File: config.mk
export PLATFORM = sky130hd
export DESIGN_NAME = countdown_timer_ctrl_flat
export DESIGN_NICKNAME = d
export VERILOG_FILES = /design/src/rtl/countdown_pkg.sv /design/src/rtl/countdown_timer_ctrl_if.sv /design/src/rtl/down_counter_ld.sv /design/src/rtl/countdown_timer_ctrl.sv /design/src/flat_wrapper.sv
export SDC_FILE = /design/constraint.sdc
export NUM_CORES = 1
export LEC_CHECK = 0
export BUFFER_PORTS_ARGS = -buffer_cell sky130_fd_sc_hd__buf_2
export CAP_MARGIN = 20
export CORE_MARGIN = 2
export CORE_UTILIZATION = 30
export CTS_CLUSTER_DIAMETER = 60
export CTS_CLUSTER_SIZE = 14
export DETAILED_ROUTE_END_ITERATION = 10
export SLEW_MARGIN = 30
export SYNTH_ARGS = -nofsm -noshare
export SYNTH_HDL_FRONTEND = slang
export SYNTH_SLANG_ARGS = --single-unit
export TNS_END_PERCENT = 30
File: constraint.sdc
create_clock -name clk -period 2.3 [get_ports clk]
set_input_delay 0.345 -clock clk [delete_from_list [all_inputs] [get_ports clk]]
set_output_delay 0.345 -clock clk [all_outputs]
set_load 0.01 [all_outputs]
File: src/rtl/countdown_pkg.sv
// rtl/countdown_pkg.sv - shared state encoding and sizing helpers for the countdown timer
package countdown_pkg;

    localparam int STATE_W = 2;

    typedef enum logic [STATE_W-1:0] {
        ST_IDLE   = 2'd0,
        ST_RUN    = 2'd1,
        ST_PAUSE  = 2'd2,
        ST_EXPIRE = 2'd3
    } state_t;

    // Prescaler register width; a PRESCALE of 1 still needs a 1-bit register
    function automatic int presc_width(input int prescale);
        return (prescale > 1) ? $clog2(prescale) : 1;
    endfunction

endpackage

File: src/rtl/countdown_timer_ctrl_if.sv
// rtl/countdown_timer_ctrl_if.sv - command/status bundle between control logic and the timer
interface countdown_timer_ctrl_if #(
    parameter int WIDTH = 4
);
    logic                              start;
    logic [WIDTH-1:0]                  load_val;
    logic                              auto_reload;
    logic                              pause;
    logic                              abort;
    logic [WIDTH-1:0]                  count;
    logic                              busy;
    logic                              done;
    logic [countdown_pkg::STATE_W-1:0] state_o;

    modport master (
        output start, load_val, auto_reload, pause, abort,
        input  count, busy, done, state_o
    );

    modport slave (
        input  start, load_val, auto_reload, pause, abort,
        output count, busy, done, state_o
    );
endinterface

File: src/rtl/down_counter_ld.sv
// rtl/down_counter_ld.sv - loadable down counter with clear, enable-decrement and zero flag
module down_counter_ld #(
    parameter int WIDTH = 4
) (
    input  logic             clk,
    input  logic             reset,
    input  logic             clr,
    input  logic             load,
    input  logic [WIDTH-1:0] load_val,
    input  logic             en,
    output logic [WIDTH-1:0] count,
    output logic             zero
);

    // Clear beats load beats decrement; a decrement at zero is suppressed so the count never wraps
    always_ff @(posedge clk) begin
        if (!reset) begin
            count <= '0;
        end else if (clr) begin
            count <= '0;
        end else if (load) begin
            count <= load_val;
        end else if (en && (count != '0)) begin
            count <= count - 1'b1;
        end
    end

    assign zero = (count == '0);

endmodule

File: src/rtl/countdown_timer_ctrl.sv
// rtl/countdown_timer_ctrl.sv - countdown timer controller: FSM, prescaler and reload register
module countdown_timer_ctrl
    import countdown_pkg::*;
#(
    parameter int WIDTH    = 4,
    parameter int PRESCALE = 1
) (
    input  logic                   clk,
    input  logic                   reset,
    countdown_timer_ctrl_if.slave  ctl
);

    localparam int            PW         = presc_width(PRESCALE);
    localparam logic [PW-1:0] PRESC_LAST = PW'(PRESCALE - 1);

    state_t           state;
    logic [PW-1:0]    presc;
    logic [WIDTH-1:0] reload_reg;
    logic             busy_r;
    logic             done_r;

    logic             cnt_clr;
    logic             cnt_load;
    logic             cnt_en;
    logic [WIDTH-1:0] cnt_load_val;
    logic [WIDTH-1:0] count;
    logic             cnt_zero;

    logic             tick;
    logic             last;
    logic             reload_ok;

    assign tick      = (presc == PRESC_LAST);
    assign last      = (count == WIDTH'(1));
    // A reload of zero would leave RUN with nothing to count, so it falls back to IDLE
    assign reload_ok = ctl.auto_reload && (reload_reg != '0);

    down_counter_ld #(
        .WIDTH (WIDTH)
    ) u_counter (
        .clk      (clk),
        .reset    (reset),
        .clr      (cnt_clr),
        .load     (cnt_load),
        .load_val (cnt_load_val),
        .en       (cnt_en),
        .count    (count),
        .zero     (cnt_zero)
    );

    // Counter commands for this edge, decided from the current state and inputs
    always_comb begin
        cnt_clr      = 1'b0;
        cnt_load     = 1'b0;
        cnt_en       = 1'b0;
        cnt_load_val = ctl.load_val;
        if (ctl.abort) begin
            cnt_clr = 1'b1;
        end else begin
            case (state)
                ST_IDLE: begin
                    if (ctl.start) begin
                        if (ctl.load_val != '0) cnt_load = 1'b1;
                        else                    cnt_clr  = 1'b1;
                    end
                end
                ST_RUN: begin
                    if (!ctl.pause && tick) cnt_en = 1'b1;
                end
                ST_EXPIRE: begin
                    if (reload_ok) begin
                        cnt_load     = 1'b1;
                        cnt_load_val = reload_reg;
                    end
                end
                default: ;
            endcase
        end
    end

    // Control FSM with prescaler, reload register and registered busy/done
    always_ff @(posedge clk) begin
        if (!reset) begin
            state      <= ST_IDLE;
            presc      <= '0;
            reload_reg <= '0;
            busy_r     <= 1'b0;
            done_r     <= 1'b0;
        end else if (ctl.abort) begin
            state  <= ST_IDLE;
            presc  <= '0;
            busy_r <= 1'b0;
            done_r <= 1'b0;
        end else begin
            case (state)
                ST_IDLE: begin
                    if (ctl.start) begin
                        busy_r <= 1'b1;
                        if (ctl.load_val != '0) begin
                            reload_reg <= ctl.load_val;
                            presc      <= '0;
                            state      <= ST_RUN;
                        end else begin
                            state  <= ST_EXPIRE;
                            done_r <= 1'b1;
                        end
                    end
                end
                ST_RUN: begin
                    if (ctl.pause) begin
                        state <= ST_PAUSE;
                    end else if (cnt_zero) begin
                        // Defensive: RUN is never entered with zero, but never count below it
                        state  <= ST_EXPIRE;
                        done_r <= 1'b1;
                    end else if (tick) begin
                        presc <= '0;
                        if (last) begin
                            state  <= ST_EXPIRE;
                            done_r <= 1'b1;
                        end
                    end else begin
                        presc <= presc + 1'b1;
                    end
                end
                ST_PAUSE: begin
                    // Prescaler phase is held so resuming continues the partial tick
                    if (!ctl.pause) state <= ST_RUN;
                end
                ST_EXPIRE: begin
                    done_r <= 1'b0;
                    if (reload_ok) begin
                        presc <= '0;
                        state <= ST_RUN;
                    end else begin
                        state  <= ST_IDLE;
                        busy_r <= 1'b0;
                    end
                end
                default: begin
                    state  <= ST_IDLE;
                    busy_r <= 1'b0;
                    done_r <= 1'b0;
                end
            endcase
        end
    end

    assign ctl.count   = count;
    assign ctl.busy    = busy_r;
    assign ctl.done    = done_r;
    assign ctl.state_o = state;

endmodule

File: src/flat_wrapper.sv
// flat-port wrapper written by rule: the top's interface ports become plain ports
module countdown_timer_ctrl_flat import countdown_pkg::*;
#(
    parameter int WIDTH    = 4,
    parameter int PRESCALE = 1
)
  (clk, reset, ctl_start, ctl_load_val, ctl_auto_reload, ctl_pause, ctl_abort, ctl_count, ctl_busy, ctl_done, ctl_state_o);
  countdown_timer_ctrl_if #(.WIDTH(WIDTH)) ctl_i ();
  input  logic clk;
  input  logic reset;
  input wire logic [$bits(ctl_i.start)-1:0] ctl_start;
  input wire logic [$bits(ctl_i.load_val)-1:0] ctl_load_val;
  input wire logic [$bits(ctl_i.auto_reload)-1:0] ctl_auto_reload;
  input wire logic [$bits(ctl_i.pause)-1:0] ctl_pause;
  input wire logic [$bits(ctl_i.abort)-1:0] ctl_abort;
  output wire logic [$bits(ctl_i.count)-1:0] ctl_count;
  output wire logic [$bits(ctl_i.busy)-1:0] ctl_busy;
  output wire logic [$bits(ctl_i.done)-1:0] ctl_done;
  output wire logic [$bits(ctl_i.state_o)-1:0] ctl_state_o;
  assign ctl_i.start = ctl_start;
  assign ctl_i.load_val = ctl_load_val;
  assign ctl_i.auto_reload = ctl_auto_reload;
  assign ctl_i.pause = ctl_pause;
  assign ctl_i.abort = ctl_abort;
  assign ctl_count = ctl_i.count;
  assign ctl_busy = ctl_i.busy;
  assign ctl_done = ctl_i.done;
  assign ctl_state_o = ctl_i.state_o;
  countdown_timer_ctrl #(.WIDTH(WIDTH), .PRESCALE(PRESCALE)) u_core (.clk(clk), .reset(reset), .ctl(ctl_i));
endmodule
==> metrics.md, run 1 <==
| Metric | Value |
|---|---|
| CTS sink count | 12 |
| Critical path arrival | 2.05 ns |
| Achievable Freq | around 540 MHz |
| Row Count | 19 |
| Residual DRC | 0 |
| Fin Setup TNS | 0 ns |
| Initial DRC count | 19 |
| Register area share after synthesis | 0.2704 |
| Post-route ant nets | 0 |
| Pwr Density | 509.7 mW/mm^2 |
| Met3 WL | 115 um |
| Die extent in y | between 50 and 60 um |
| Total power | 0.0005338 W |
| DRT met1 WL | about 970 um |
| Post-Syn Nets | between 100 and 150 |
| Post-synth ARST share | 0 |
| Final setup violation count | 0 |
| CORE AREA | 0.002781 sq mm |
| Relative slew slack | 0.6519 |
| Antenna violations before repair | 0 |
| Num CTS Buffers | 3 |
| Leakage | 0.4263 nW |
| Post-Route WL | roughly 2 mm |
| RSZ-0062 raised after global routing | no |
| Avg Cell Area, Syn | 9.158 sq um |
| Worst setup SP type | flop |
| Post-DP HPWL | 1.549 mm |
| Worst Hold Class | in2reg |
| Top cells by area, synth | dfxtp_1 27%, ha_1 9.9%, mux2i_1 6.8% |
| Total congestion overflow | 0 |
| Skew-Pair Late Insertion Delay | 0.28 ns |
| Synth Register Bits | 12 |
| Routability cong. | 0.8102 |
| Synth warn | 0 |
| Total track usage | 0.1288 |
| Most frequent cells in the layout | 17 x buf_2, 12 x dfxtp_1, 10 x nand2_1 |
| Mapped Cells | 97 |
| Port Buf Inserts | 17 |
| Worst Setup End Kind | flop |
| Initial Util | 0.3194 |
| TritonCTS clock tree | built |
| H-tree depth | 1 |
| Share of the synthesized area in the top cell type | 0.2704 |
| Main flop type after synthesis | dfxtp_1 |
| Largest net degree at the start of global routing | 10 |
| Max-Cap Viols | 0 |
| Hold bufs inserted after CTS | 0 |
| Layout cells sized above 1 | 0.2650 |
| Area Growth Syn to Fin | 17.89% |
| Post-CTS Setup Inserts | 0 |
| Die W | 58.42 um |
| Biggest area consumer among synthesized cells | dfxtp_1 |
| Final Max Slew Viols | 0 |
| CTS Root Cell | clkbuf_4 |
| Fin crit share | 0.8031 |
| CP top delay family | simple AND/OR/NAND/NOR gates |
| Clk_skew | 0.0008961 ns |
| Ant. Diodes | 0 |
| Hold Vio Cnt, Final | 0 |
| CP max stage delay | 0.42 ns |
| IO Count | 18 |
| EDFF count, synth | 0 |
| Status | completed |
| Post-synthesis cell area | 888.4 sq um |
| Global-route wire length before repair | 3.415 mm |
| Minimum clock period | 1.847 ns |
| First drt pass iteration count | 5 |
| Worst endpoint required time | about 2.5 ns |
| Met2 wire len | ~900 um |
| Final nets | about 140 |
| CP Buf/Inv Count | 1 |
| Crit path kind | reg2reg |
| # resized after CTS | 0 |
| Worst-path clk slew | 0.08 ns |
| Commonest non-fill, non-tap cell in the layout | buf_2 |
| Crit path cell chain | inv_1 > ha_1 > and4bb_2 > nand2_1 > mux2_2 > a221oi_2 |
| Max layer used | met4 |
| Worst-Margin Slew | 0.5211 ns |
| Count of different cell masters after synthesis | 37 |
| Peak fanout along the critical path | 5 |
| Vias post-DR | approximately 810 |
| Clock tree buffer depth | 2 |
| DR vias/cell | 5.480 |
| Number of global-route vias before repair | 748 |
| Wire length per cell | 13.51 um |
| Die area | between 0.003 and 0.004 sq mm |
| Maximum VDD drop | around 0.3 mV |
| Slowest CP cell | dfxtp_1 |
==> synth_stat cells (all sizes together), types with 3 or more instances <==
master,number
nand2,10
o31ai,4
mux2i,6
ha,7
a211oi,4
inv,7
nor2,4
dfxtp,12
nand3,3
a221oi,4
a21oi,4
nor2b,6
==> metrics by stage <==
step	hold slack (ns)	instances	instance area (sq um)	utilization	setup slack, ns
floorplan	0.4732	97	888.4	-	0.5634
global placement	0.4470	144	1011	0.3635	0.4848
detailed placement	0.4515	144	1011	0.3635	0.4461
CTS	0.3437	148	1047	0.3765	0.4308
global route	0.3518	148	1047	0.3765	0.1927
finish	0.3463	148	1047	0.3765	0.4528
==> worst register-to-register path: stages, from the launching register on <==
cell	delay, ns
dfxtp_1	0.42
inv_1	0.09
ha_1	0.35
and4bb_2	0.37
nand2_1	0.06
mux2_2	0.27
a221oi_2	0.21
==> report_power, final <==
part	switching (W)	total (W)	internal, W
Clock	0.0000782	0.000175	0.0000964
Combinational	0.0000657	0.000125	0.0000596
Sequential	0.0000153	0.000234	0.000219
Total	0.000159	0.000534	0.000375
==> layout make-up <==
| cell class | instances | area, sq um |
|---|---|---|
| clock buffers | 4 | 36.28 |
| well taps | 31 | 38.79 |
| inverters | 7 | 26.28 |
| fillers | 293 | 1734 |
| repair buffers | 18 | 92.59 |
| multi-input cells | 76 | 613.1 |
| flip-flops and latches | 12 | 240.2 |
==> cell families after synthesis <==
kind of cell               share of synthesized area
AOI/OAI and AO/OA                             0.2324
xor gates and xnor gates                     0.02958
adders and majority gates                    0.09859
buffers and inverters                        0.03943
DFF                                           0.2704
muxes                                        0.08028
and+or+nand+nor                               0.2493
==> worst paths after layout <==
kind                                      start                                      to  slack [ns]  cells past startpoint
max          u_core.ctl.state_o[0]$_SDFFE_PP0P_  u_core.u_counter.count[1]$_SDFFE_PP0P_        0.45                      6
min                                       reset       u_core.reload_reg[1]$_SDFFE_PN0P_        0.35                      2
max reg2reg  u_core.ctl.state_o[0]$_SDFFE_PP0P_  u_core.u_counter.count[1]$_SDFFE_PP0P_        0.45                      6
min reg2reg        u_core.ctl.done$_SDFFE_PP0P_            u_core.ctl.done$_SDFFE_PP0P_        0.46                      2
==> metal layers <==
| metal | GRT usage | up-vias |
|---|---|---|
| met4 | 0.01993 | 0 |
| met2 | 0.2039 | 22 |
| met3 | 0.04615 | 5 |
| li1 | - | 403 |
| met1 | 0.1711 | 381 |
| met5 | 0 | - |
Power figures use the tool's default switching activity.
==> run 2, diff against run 1 <==
- clock period: 2.3 -> 1.5 ns (I/O delays scaled with it)
==> metrics.md, run 2 (synthesis gave the netlist of run 1 again) <==
| Metric | Value |
|---|---|
| Status | complete, but fails checks |
| Failing checks | setup timing |
| Crit path cell chain | inv_4 > ha_4 > and4bb_2 > nand2_1 > mux2_2 > a221oi_2 |
| Critical path arrival | 1.82 ns |
| Die area | around 0.0034 sq mm |
| Post-CTS Setup Inserts | 0 |
| Hold bufs inserted after CTS | 0 |
| Vias post-DR | 886 |
| Final Max Slew Viols | 0 |
| Minimum clock period | ~1.6 ns |
| Global-route wire length before repair | 3.981 mm |
| Worst Hold Class | in2reg |
| TritonCTS clock tree | built |
| Skew-Pair Late Insertion Delay | 0.29 ns |
| Maximum VDD drop | 0.4694 mV |
| Final Cell Area | approximately 0.0013 sq mm |
| Die extent in y | 58.42 um |
| Layout cells sized above 1 | 0.5180 |
| Row Count | 19 |
| Fin crit share | 1.074 |
| Placed insts | 166 |
| Slowest CP cell | dfxtp_4 |
| Initial DRC count | 14 |
| Seq pwr share | 0.389 |
| Post-DP HPWL | 1.863 mm |
| Leakage | 0.5481 nW |
| Fillers | 274 |
| Achievable Freq | between 600 and 700 MHz |
| Pwr Density | 693.4 mW/mm^2 |
| Total congestion overflow | 0 |
| H-tree depth | 1 |
| Logic pwr share | 0.308 |
| Final hold slack | 0.2277 ns |
| IO Count | 18 |
| Fin Setup TNS | -0.2514 ns |
| Commonest non-fill, non-tap cell in the layout | buf_4 |
| Antenna violations before repair | 0 |
| Peak fanout along the critical path | 4 |
| Worst-Margin Slew | 0.3142 ns |
| Crit path kind | reg2reg |
| Routability cong. | 0.7810 |
| Max-Cap Viols | 0 |
| Switching share of power | 0.3074 |
| CORE AREA | 0.002781 sq mm |
| Number of global-route vias before repair | 902 |
| Port Buf Inserts | 17 |
| Hold Vio Cnt, Final | 0 |
| CTS sink count | 12 |
| Worst-path clk slew | about 0.09 ns |
| Wire length per cell | approximately 14 um |
| Worst endpoint required time | 1.71 ns |
| Worst setup SP type | flop |
| Residual DRC | 0 |
| CP max stage delay | between 0.3 and 0.4 ns |
| Post-route ant nets | 0 |
| Clock share of power | 0.303 |
| Clock tree buffer depth | 2 |
| Die W | 58.42 um |
| Worst Setup End Kind | flop |
| Largest net degree at the start of global routing | 10 |
| Psw | 0.0002798 W |
| RSZ-0062 raised after global routing | yes |
| Final nets | 157 |
| Post-Route WL | between 2 and 2.5 mm |
| Post-route insts no fill | 170 |
| Placed cell area | 0.001205 sq mm |
| Most frequent cells in the layout | 23 x buf_4, 17 x buf_2, 10 x nand2_1 |
| Clk_skew | 0.003101 ns |
| Initial Util | 0.3194 |
| Total track usage | 0.1532 |
| Area Growth Syn to Fin | 47.75% |
| Setup WS pre-CTS | -0.1010 ns |
| Relative slew slack | 0.7890 |
| Int Power | 0.0006303 W |
| CTS Root Cell | clkbuf_4 |
| Ant. Diodes | 0 |
| First drt pass iteration count | 6 |
| Final WS setup | -0.1112 ns |
| Final setup violation count | 5 |
| Num CTS Buffers | 3 |
| DR vias/cell | 5.212 |
-- run 2: what timing repair did --
item,in CTS,in global routing
setup endpoints to repair,7,7
gates resized for setup,5,8
pin swaps,1,2
-- run 2: critical path: cells and delay by family (launching register included) --
kind,cells,cell delay (ns)
buffers and inverters,1,0.04
AO/OA/AOI/OAI,1,0.20
AND/OR/NAND/NOR,2,0.39
multiplexers,1,0.27
flip-flops,1,0.38
adder cells (fa/ha/maj),1,0.24
-- run 2: final timing paths --
kind,endpoint,startpoint,slack (ns),depth (start not counted)
worst min-delay path,u_core.reload_reg[2]$_SDFFE_PN0P_,reset,0.23,2
worst max-delay path,u_core.u_counter.count[1]$_SDFFE_PP0P_,u_core.ctl.state_o[1]$_SDFFE_PP0P_,-0.11,6
worst min register to register,u_core.ctl.done$_SDFFE_PP0P_,u_core.ctl.done$_SDFFE_PP0P_,0.49,2
worst max register to register,u_core.u_counter.count[1]$_SDFFE_PP0P_,u_core.ctl.state_o[1]$_SDFFE_PP0P_,-0.11,6
-- run 2: per-layer routing --
layer | routed length, um | global-route usage
met5 | 0 | 0
met4 | 19 | 0.02990
met3 | 76 | 0.04615
met2 | 1188 | 0.2632
met1 | 1136 | 0.1893
-- run 2: power by group through the flow --
stage / logic [W] / registers [W] / clock network [W]
final: 0.000280 / 0.000354 / 0.000276
after global routing: 0.000305 / 0.000357 / 0.000299
after CTS: 0.000262 / 0.000354 / 0.000288
after detailed placement: 0.000253 / 0.000360 / 0
after global placement: 0.000248 / 0.000360 / 0
after floorplan: 0.000137 / 0.000367 / 0
-- run 2: cell type report --
type,instances,area (sq um),area share
Sequential cell,12,249.0,0.1897
Clock buffer,4,36.28,0.02765
Tap cell,31,38.79,0.02955
Multi-Input combinational cell,76,701.9,0.5348
Timing Repair Buffer,40,257.7,0.1964
Inverter,7,28.78,0.02193
-- run 2: stage by stage --
step                total power, W    util
detailed placement       0.0006133  0.4332
finish                   0.0009101  0.4719
global route             0.0009605  0.4719
CTS                      0.0009034  0.4548
floorplan                0.0005040       -
global placement         0.0006072  0.4332
==> run 3, diff against run 2 <==
- CTS_BUF_LIST: unset -> sky130_fd_sc_hd__clkbuf_2 sky130_fd_sc_hd__clkbuf_4 sky130_fd_sc_hd__clkbuf_8
- RECOVER_POWER: unset -> 25
==> metrics.md, run 3 (synthesis gave the netlist of run 1 again) <==
| Metric | Value |
|---|---|
| Hold Vio Cnt, Final | 0 |
| Most frequent cells in the layout | 23 x buf_4, 15 x buf_2, 10 x nand2_1 |
| Layout cells sized above 1 | 0.5036 |
| Post-CTS Setup Inserts | 0 |
| Antenna violations before repair | 0 |
| Critical path endpoint | u_core.u_counter.count[1]$_SDFFE_PP0P_ |
| Worst Hold Class | in2reg |
| Clock share of power | 0.302 |
| CORE AREA | around 0.0028 sq mm |
| Fin crit share | 1.072 |
| Post-DP HPWL | 1.863 mm |
| Critical Path Start | u_core.ctl.state_o[1]$_SDFFE_PP0P_ |
| Skew-Pair Late Insertion Delay | 0.29 ns |
| Row Count | 19 |
| Final WS setup | -0.1083 ns |
| Achievable Freq | 621.8 MHz |
| Final nets | 157 |
| Switching share of power | 0.3059 |
| Critical path arrival | 1.82 ns |
| Seq. cell area | 249.0 sq um |
| Largest net degree at the start of global routing | 10 |
| Relative slew slack | 0.7889 |
| Die area | roughly 0.0034 sq mm |
| DR vias/cell | 5.235 |
| Crit path kind | reg2reg |
| TritonCTS clock tree | built |
| Worst Setup End Kind | flop |
| Die W | 58.42 um |
| Placed cell area | 0.001205 sq mm |
| Area Growth Syn to Fin | 47.47% |
| Residual DRC | 0 |
| Failing checks | setup timing |
| Crit path cell chain | inv_4 > ha_4 > and4bb_2 > nand2_1 > mux2_2 > a221oi_2 |
| Slowest CP cell | dfxtp_4 |
| First drt pass iteration count | 6 |
| Utilization after layout | 0.4710 |
| Initial Util | 0.3194 |
| Fin Setup TNS | -0.2425 ns |
| Num CTS Buffers | 3 |
| Max-Cap Viols | 0 |
| H-tree depth | 1 |
| Peak fanout along the critical path | 4 |
| Status | complete, but fails checks |
| Logic pwr share | 0.307 |
| Hold bufs inserted after CTS | 0 |
| Worst-Margin Slew | 0.3142 ns |
| Worst setup SP type | flop |
| Total congestion overflow | 0 |
| Routability cong. | slightly below 0.8 |
| Clk_skew | 0.005033 ns |
| Final setup violation count | 5 |
| Pwr Density | 692.1 mW/mm^2 |
| Minimum clock period | ~1.6 ns |
| Int Power | roughly 0.00063 W |
| Worst endpoint required time | between 1.5 and 2 ns |
| Wire length per cell | 14.24 um |
| Final hold slack | between 0.2 and 0.25 ns |
| Port Buf Inserts | 17 |
| RSZ-0062 raised after global routing | yes |
| Worst-path clk slew | 0.09 ns |
| Psw | 0.0002773 W |
| Worst Reg-to-Reg Cells | 6 |
| Vias post-DR | 890 |
| Final Max Slew Viols | 0 |
| Clock tree buffer depth | 2 |
| Maximum VDD drop | between 0.4 and 0.5 mV |
| Post-Route WL | 2.420 mm |
| Final Cell Area | 0.001310 sq mm |
| Ant. Diodes | 0 |
| Multi-input gate area | around 700 sq um |
| Number of global-route vias before repair | 902 |
| Commonest non-fill, non-tap cell in the layout | buf_4 |
| CTS sink count | 12 |
| Post-route ant nets | 0 |
| CTS Root Cell | clkbuf_4 |
| Die extent in y | just under 60 um |
| Reg2Reg Setup Slack | -0.11 ns |
| IO Count | 18 |
| Initial DRC count | 14 |
| Setup WS pre-CTS | -0.1010 ns |
| End of the worst register-to-register path | u_core.u_counter.count[1]$_SDFFE_PP0P_ |
| Total track usage | 0.1532 |
| Leakage | 0.5399 nW |
| Fillers | 272 |
| CP max stage delay | 0.38 ns |
| R2r startpoint | u_core.ctl.state_o[1]$_SDFFE_PP0P_ |
| Seq pwr share | 0.391 |
| Global-route wire length before repair | 3.981 mm |
## run 3: cell types whose count changed in the layout (fill, tap and decap cells not counted)
cell      before  now
buf_2         17   15
clkbuf_1       0    2
## run 3: area by class of cell
type,instances,share of cell area
Multi-Input combinational cell,76,0.5358
Timing Repair Buffer,40,0.1948
Sequential cell,12,0.1901
Tap cell,31,0.02961
Clock buffer,4,0.02770
Inverter,7,0.02197
## run 3: power groups by stage
| stage | Sequential, W | Combinational, W | Clock [W] |
|---|---|---|---|
| detailed placement | 0.000360 | 0.000253 | 0 |
| global route | 0.000357 | 0.000304 | 0.000299 |
| global placement | 0.000360 | 0.000248 | 0 |
| CTS | 0.000354 | 0.000262 | 0.000288 |
| finish | 0.000354 | 0.000279 | 0.000274 |
| floorplan | 0.000367 | 0.000137 | 0 |
## run 3: layer usage
metal	GRT usage	vias to the layer above	routed length (um)
met2	0.2632	16	1189
met5	0	-	0
met1	0.1893	416	1124
met3	0.04615	5	83
met4	0.02990	0	23
li1	-	453	-
## run 3: worst min path at each step
stage                                       startpoint                                 to  slack (ns)  depth (start not counted)
after global routing                             reset  u_core.reload_reg[2]$_SDFFE_PN0P_        0.23                          2
after floorplan                                  reset  u_core.reload_reg[0]$_SDFFE_PN0P_        0.35                          1
after CTS                                        reset  u_core.reload_reg[2]$_SDFFE_PN0P_        0.22                          2
after detailed placement  u_core.ctl.done$_SDFFE_PP0P_       u_core.ctl.done$_SDFFE_PP0P_        0.48                          2
after global placement    u_core.ctl.done$_SDFFE_PP0P_       u_core.ctl.done$_SDFFE_PP0P_        0.47                          2
final                                            reset  u_core.reload_reg[2]$_SDFFE_PN0P_        0.23                          2
## run 3: per-stage QoR
| step | power [W] | cells |
|---|---|---|
| after global routing | 0.0009597 | 170 |
| after detailed placement | 0.0006133 | 166 |
| after CTS | 0.0009034 | 170 |
| after global placement | 0.0006072 | 166 |
| after floorplan | 0.0005040 | 97 |
| final | 0.0009066 | 170 |
## run 3: worst max-delay path, delay by kind of cell, from the launching register on
family / cells / cell delay (ns)
AOI/OAI and AO/OA: 1 / 0.20
buffers and inverters: 1 / 0.04
DFF: 1 / 0.38
muxes: 1 / 0.27
adders and majority gates: 1 / 0.24
and+or+nand+nor: 2 / 0.39
## run 3: repair_timing
action	4_1_cts	5_1_grt
pin swaps	1	2
resized for setup	5	8
setup endpoints to repair	7	7
